File: src/rtl/mii_frame_checker_sat_counter.sv
// Saturating up-counter; holds at all-ones instead of wrapping.
module sat_counter #(
  parameter int WIDTH = 16
) (
  input  logic             clk,
  input  logic             i_rst,
  input  logic             inc,
  output logic [WIDTH-1:0] count
);

  always_ff @(posedge clk or posedge i_rst) begin
    if (i_rst) begin
      count <= '0;
    end else if (inc && (count != {WIDTH{1'b1}})) begin
      count <= count + 1'b1;
    end
  end

endmodule

File: config.mk
export PLATFORM = sky130hd
export DESIGN_NAME = sat_counter
export DESIGN_NICKNAME = d
export VERILOG_FILES = /design/src/rtl/mii_frame_checker_sat_counter.sv
export SDC_FILE = /design/constraint.sdc
export NUM_CORES = 1
export LEC_CHECK = 0
export ABC_AREA = 1
export CAP_MARGIN = 15
export CORE_ASPECT_RATIO = 1.2
export CORE_MARGIN = 5
export CORE_UTILIZATION = 30
export DETAILED_ROUTE_END_ITERATION = 10
export SLEW_MARGIN = 20
export SYNTH_ARGS = -nofsm -noshare
export SYNTH_HDL_FRONTEND = slang
export SYNTH_SLANG_ARGS = --single-unit
File: constraint.sdc
create_clock -name clk -period 1.7 [get_ports clk]
set_input_delay 0.34 -clock clk [delete_from_list [all_inputs] [get_ports clk]]
set_output_delay 0.34 -clock clk [all_outputs]
set_load 0.01 [all_outputs]
### Word-level counts from Yosys, hierarchy flattened

Cells that the tools add are included.

* reductions and logical operators: 1
* equality and inequality tests: 1
* add/sub/neg operators: 1

Operator list (count)
* $add A16 B1 Y16 const B: 1
* $ne A16 B16 Y1 const B: 1
* $logic_and A1 B1 Y1: 1

* output and inout port bits: 16
* bits in registers: 16

### Longest topological paths before layout

Gate-level depths: netlist (run 1).

* depth after elaboration: 2
* mapped depth: 9
* gate-level depth less buffers: 8

### Least setup slack after synthesis (run 1)

Ideal clock, no wire load.

* path kind: reg-to-reg
* start point: register count[0]
* end point: register count[15]
* path buffers: 1
* stages on the path, launching flop included: 10
* slack: 0.175 ns
* setup time: 0.116 ns
* arrival: 1.409 ns
* path through: dfrtp_1 > ha_1 > inv_2 > nor2_4 > nand2_2 > nor2_4 > nor2_4 > buf_8 > nand2_1 > nand2_1

* cells in the longest elaborated chain, start to end: 2

RTL lines
* from (decl): line 8 `output logic [WIDTH-1:0] count`
* from (signal assigned): line 15 `count <= count + 1'b1;`
* parallel branches: the longest is 2 deep, another holds $add A16 B1 Y16

Several ways; the timed one is not identified.
A chain may end at the register's enable or synchronous reset.

### Worst setup path after layout (run 1)

* start point: register count[2]
* end point: output port count[2]

No word-level cell between the ends.

==> impl_metrics.yaml, run 1 <==
status:
  status: "finished clean"
min_path:
  min_path_type: "in -> async"
logic_synthesis:
  synth_edf_count: 0
  syn_avg_cell_area_sq_um: 7.13
  ys_dominant_reg_cell: "dfrtp_1"
  synth-seq-cells: 16
  yosys-top-cells-count: "58 x nand2_1, 16 x dfrtp_1, 15 x inv_1"
  synth_nets: 154
  synth_area_sq_um: 1070
  yosysTopAreaCell: "dfrtp_1"
  synth_warnings: 0
  synth_area_leaders: "dfrtp_1 37%, nand2_1 20%, inv_1 5.3%"
  synth_cell_type_count: 17
  async_flop_share_pct: 100
  syn_inst: 150
  synth_top_cell_area_share_pct: 37.4
  synth_most_common_cell: "nand2_1"
  ys_seq_area_share_pct: 37.4
worst_setup_path:
  rr_startpoint: "count[1]"
  critPathLaunchType: "flop"
  cp_max_fo: 6
  crit_chain: "clkdlybuf4s50_1"
  cp.required_ns: 1.36
  reg2reg_slack_ns: 0.19
  r2r_end: "count[14]"
  arrival_ns: 1.31
  critical_path_class: "reg -> out"
  worstRegToRegCells: 8
  cpMaxStageDelayCell: "clkdlybuf4s50_1"
  worstSetupEndpointType: "primary output"
  cp_num_buf_inv: 1
  slowest_delay_ns: 0.59
  cp_top_family: "buffers and inverters"
final_layout:
  regMostFlops: "count"
  layout.cells.non_filler: 211
  syn2layout_area_growth_pct: 28.7
  n_antenna_cell: 0
  drive_gt1_share_pct: 16.7
  top_regs: "count (16)"
  largest_reg_flops: 16
  fin_nets: 179
floorplanning:
  rows: 23
  core_sq_um: 3400
  die_area_sq_um: 4870
  ios: 19
  die_h_um: 75.4
  dieWidth_um: 64.5
  initial_core_util_pct: 31.5
placement:
  dp_cells: 206
  hpwl_um: 1900
  gp_congestion: 0.794
  port-buffer-count: 18
timing:
  finalSetupViolCount: 0
  rsz0062_at_grt: "false"
  fin_crit_sh_pct: 97.0
  fmax_mhz: 607
  relSlewSlack_pct: 83.6
  final-hold-violation-count: 0
  worst_clock_skew_ns: 0.00250
  drv_slew: 0
  fin_crit_ns: 1.65
  worstMarginPinSlew_ns: 0.245
  tns_ns: 0
clocking:
  cts_inserted_buffers: 3
  cts_sinks: 16
  cts_max_level: 1
  cts-root-buf: "clkbuf_8"
  clk_path_buf_depth: 2
  worstSkewPairLatency_ns: 0.25
  cts_tree: "done"
  hold_buffers: 0
  clkTransAtPathRegs_ns: 0.07
route:
  drc: 0
  drt_iter0_markers: 34
  wl_per_cell_um: 12.0
  dr.pass1.iters: 4
  wirelength_um: 2530
  viasPerCell: 4.81
  vias: 1014
  ant_nets: 0
global_routing:
  grt_remaining_overflow: 0
  grt_pass1_vias: 1007
  grt_max_degree: 17
  grt.total_usage_pct: 11.3
  grt_first_pass_wirelength_um: 4260
  antenna_found_initial: 0
run:
  cap_viol_max_count: 0
power_and_ir_drop:
  max-vdd-ir-drop_mv: 0.440
  powerDensity_nw_per_um2: 986
  p_leak_nw: 0.591
cell type report:
cell class              count  area (sq um)
fillers                   368          2020
repair buffers             21           218
multi-input cells         117           597
well taps                  37          46.3
inverters                  16          60.1
flip-flops and latches     16           400
clock buffers               4          55.1
kinds of logic (layout without fill, tap and decap cells):
logic type / after synthesis / count (layout) / share of synthesized area, %
compound gates: 10 / 10 / 6.78
xor+xnor: 4 / 4 / 3.28
fa+ha+maj: 1 / 1 / 1.17
buf+inv: 17 / 41 / 7.02
flops: 16 / 16 / 37.4
simple gates: 102 / 102 / 44.3
where the power goes:
group,switching [mW],internal (mW)
logic,0.229,0.228
registers,0.102,0.450
clock network,0.143,0.206
tightest hold or removal path: stages:
cell	delay (ns)
clkdlybuf4s50_1	0.39
inv_1	0.05
buf_4	0.24
per-layer routing:
layer	vias up	track usage, %	wire (um)	part of all wire (%)
met1	469	12.9	1130	45
met2	24	20.8	1260	50
met5	-	0	0	0
li1	517	-	-	-
met4	0	4.23	26	1.0
met3	4	2.51	118	4.7
repair_timing:
action                     4_1_cts  5_1_grt
buffers inserted                 0        1
setup endpoints to repair        0        9
resized for setup                0        2
worst max-delay path by stage:
stage | slack [ns] | startpoint | end | cells past startpoint
3_3_place_gp | 0.1 | inc | count[7] | 5
6_report | 0.05 | count[2] | count[2] | 1
4_1_cts | 0.04 | count[0] | count[0] | 2
2_1_floorplan | 0.17 | count[0] | count[15] | 9
3_5_place_dp | 0.006 | inc | count[4] | 5
5_1_grt | 0.01 | count[1] | count[14] | 8
placed cells by master (no fill, tap or decap), types with 3 or more instances in the layout:
cell type        netlist  layout
nand4_1                5       5
nor2_2                 3       3
inv_1                 15      15
clkdlybuf4s50_1        0      17
dfrtp_1               16      16
nor2_1                14      14
nand2_2                6       6
nand3_1                9       9
nor2_4                 5       5
nand2_1               58      58
o21ai_1                4       4
o21ai_2                6       6
clkbuf_8               0       4
through the flow:
step | worst slack, ns | utilization (%) | cell area, sq um | total power, mW | hold WS [ns]
2_1_floorplan | 0.175 | - | 1070 | 0.802 | 0.254
3_3_place_gp | 0.0995 | 38.2 | 1300 | 1.00 | 0.515
3_5_place_dp | 0.00636 | 38.2 | 1300 | 1.01 | 0.528
4_1_cts | 0.0404 | 39.8 | 1350 | 1.37 | 0.400
5_1_grt | 0.0105 | 40.5 | 1380 | 1.45 | 0.408
6_report | 0.0512 | 40.5 | 1380 | 1.36 | 0.394
No activity file was read; power rests on OpenSTA's default activity.
==> run 2: changes to the inputs <==
--- a/config.mk
+++ b/config.mk
@@ -7,7 +7,6 @@
 export LEC_CHECK = 0
 export ABC_AREA = 1
 export CAP_MARGIN = 15
-export CORE_ASPECT_RATIO = 1.2
 export CORE_MARGIN = 5
 export CORE_UTILIZATION = 30
 export DETAILED_ROUTE_END_ITERATION = 10
==> impl_metrics.yaml, run 2 (synthesized netlist as in run 1, its figures left out) <==
timing:
  fin_crit_ns: 1.64
  relSlewSlack_pct: 69.2
  rsz0062_at_grt: "false"
  final-hold-violation-count: 0
  finalSetupViolCount: 0
  worstMarginPinSlew_ns: 0.461
  fmax_mhz: 611
  hold_slack_ns: 0.343
  worst_clock_skew_ns: 0.00112
  setup_slack_ns: 0.0620
  fin_crit_sh_pct: 96.4
  tns_ns: 0
  drv_slew: 0
worst_setup_path:
  cp_top_family: "buffers and inverters"
  crit_chain: "clkdlybuf4s50_1"
  worstRegToRegCells: 8
  critPathCapture: "count[7]"
  r2r_end: "count[14]"
  critPathLaunchType: "flop"
  cp_num_buf_inv: 1
  rr_startpoint: "count[1]"
  slowest_delay_ns: 0.57
  reg2reg_slack_ns: 0.15
  cpMaxStageDelayCell: "clkdlybuf4s50_1"
  critical_path_class: "reg -> out"
  worstSetupEndpointType: "primary output"
  startpoint: "count[7]"
  arrival_ns: 1.30
  cp.depth: 1
  cp.required_ns: 1.36
  cp_max_fo: 5
floorplanning:
  ios: 19
  dieWidth_um: 69.7
  die_h_um: 69.7
  initial_core_util_pct: 31.6
  die_area_sq_um: 4860
  rows: 21
  core_sq_um: 3390
power_and_ir_drop:
  p_comb_share_pct: 36.0
  p_seq_share_pct: 43.3
  power.share.clock_pct: 20.6
  max-vdd-ir-drop_mv: 0.568
  p_leak_nw: 0.598
  powerDensity_nw_per_um2: 928
  sw_frac_of_total_pct: 36.0
  p_int_mw: 0.814
  finalPower_mw: 1.27
  switchingPower_mw: 0.457
final_layout:
  fin_nets: 180
  largest_reg_flops: 16
  regMostFlops: "count"
  final_area_sq_um: 1370
  n_antenna_cell: 0
  top_regs: "count (16)"
  drive_gt1_share_pct: 18.9
  layout_common_cells: "58 x nand2_1, 16 x clkdlybuf4s50_1, 15 x inv_1, 14 x nor2_1, 13 x dfrtp_1"
  syn2layout_area_growth_pct: 28.1
  layout_commonest_cell: "nand2_1"
clocking:
  cts_sinks: 16
  clk_path_buf_depth: 2
  cts_inserted_buffers: 3
  worstSkewPairLatency_ns: 0.29
  cts_tree: "done"
  cts_max_level: 1
  cts-root-buf: "clkbuf_4"
  clkTransAtPathRegs_ns: 0.10
  hold_buffers: 0
run:
  cap_viol_max_count: 0
global_routing:
  antenna_found_initial: 0
  grt_first_pass_wirelength_um: 4280
  grt.total_usage_pct: 10.6
  grt_max_degree: 17
  grt_remaining_overflow: 0
  grt_pass1_vias: 997
route:
  wl_per_cell_um: 11.0
  vias: 987
  ant_nets: 0
  viasPerCell: 4.47
  wirelength_um: 2430
  dr.pass1.iters: 4
  drc: 0
  drt_iter0_markers: 36
placement:
  port-buffer-count: 18
  hpwl_um: 1890
  gp_congestion: 0.782
  dp_slack_ns: 0.0592
  post_dp_cell_area_sq_um: 1310
status:
  status: "finished clean"
min_path:
  min_path_type: "in -> async"
## run 2: cell count changes in the layout (fill, tap and decap cells not counted)
cell / delta
buf_12: -1
buf_4: +2
clkbuf_4: +3
clkbuf_8: -3
clkdlybuf4s50_1: -1
dfrtp_1: -3
dfrtp_2: +3
dlymetal6s2s_1: +1
## run 2: worst min-delay path by stage
stage              from   endpoint  slack [ns]  cells after the start
3_3_place_gp   count[1]   count[1]        0.52                      2
6_report          i_rst  count[13]        0.34                      3
5_1_grt           i_rst  count[13]        0.38                      3
4_1_cts           i_rst  count[15]        0.34                      3
3_5_place_dp   count[1]   count[1]        0.53                      2
2_1_floorplan     i_rst   count[0]        0.25                      1
## run 2: final cells by class
class	count	area, sq um
multi-input cells	117	597
fillers	354	2020
repair buffers	22	215
clock buffers	4	36.3
inverters	16	60.1
flip-flops and latches	16	404
well taps	46	57.6
## run 2: power groups by stage
stage | Combinational (mW) | Sequential [mW] | Clock (mW)
3_3_place_gp | 0.448 | 0.552 | 0
2_1_floorplan | 0.229 | 0.573 | 0
5_1_grt | 0.505 | 0.567 | 0.290
3_5_place_dp | 0.454 | 0.555 | 0
4_1_cts | 0.457 | 0.550 | 0.270
6_report | 0.458 | 0.550 | 0.262
## run 2: through the flow
stage	util, %	instances
global route	40.4	221
CTS	39.7	219
finish	40.4	221
floorplan	-	150
global placement	38.6	215
detailed placement	38.6	215
## run 2: what timing repair did
action | 4_1_cts | 5_1_grt
buffers inserted | 0 | 2
hold endpoints to repair | 0 | 0
gates resized for setup | 1 | 5
setup endpoints to repair | 1 | 13
## run 2: routing by layer
layer / global-route usage, % / up-vias / routed length, um
li1: - / 524 / -
met1: 12.2 / 446 / 1180
met2: 19.2 / 13 / 1150
met3: 2.32 / 4 / 60
met4: 3.83 / 0 / 38
met5: 0 / - / 0
==> run 3: changes to the inputs <==
--- a/config.mk
+++ b/config.mk
@@ -10,6 +10,7 @@
 export CORE_MARGIN = 5
 export CORE_UTILIZATION = 30
 export DETAILED_ROUTE_END_ITERATION = 10
+export GPL_ROUTABILITY_DRIVEN = 0
 export SLEW_MARGIN = 20
 export SYNTH_ARGS = -nofsm -noshare
 export SYNTH_HDL_FRONTEND = slang
==> results of run 3 <==
No change in the layout: final DEF, timing and power equal those of run 2.
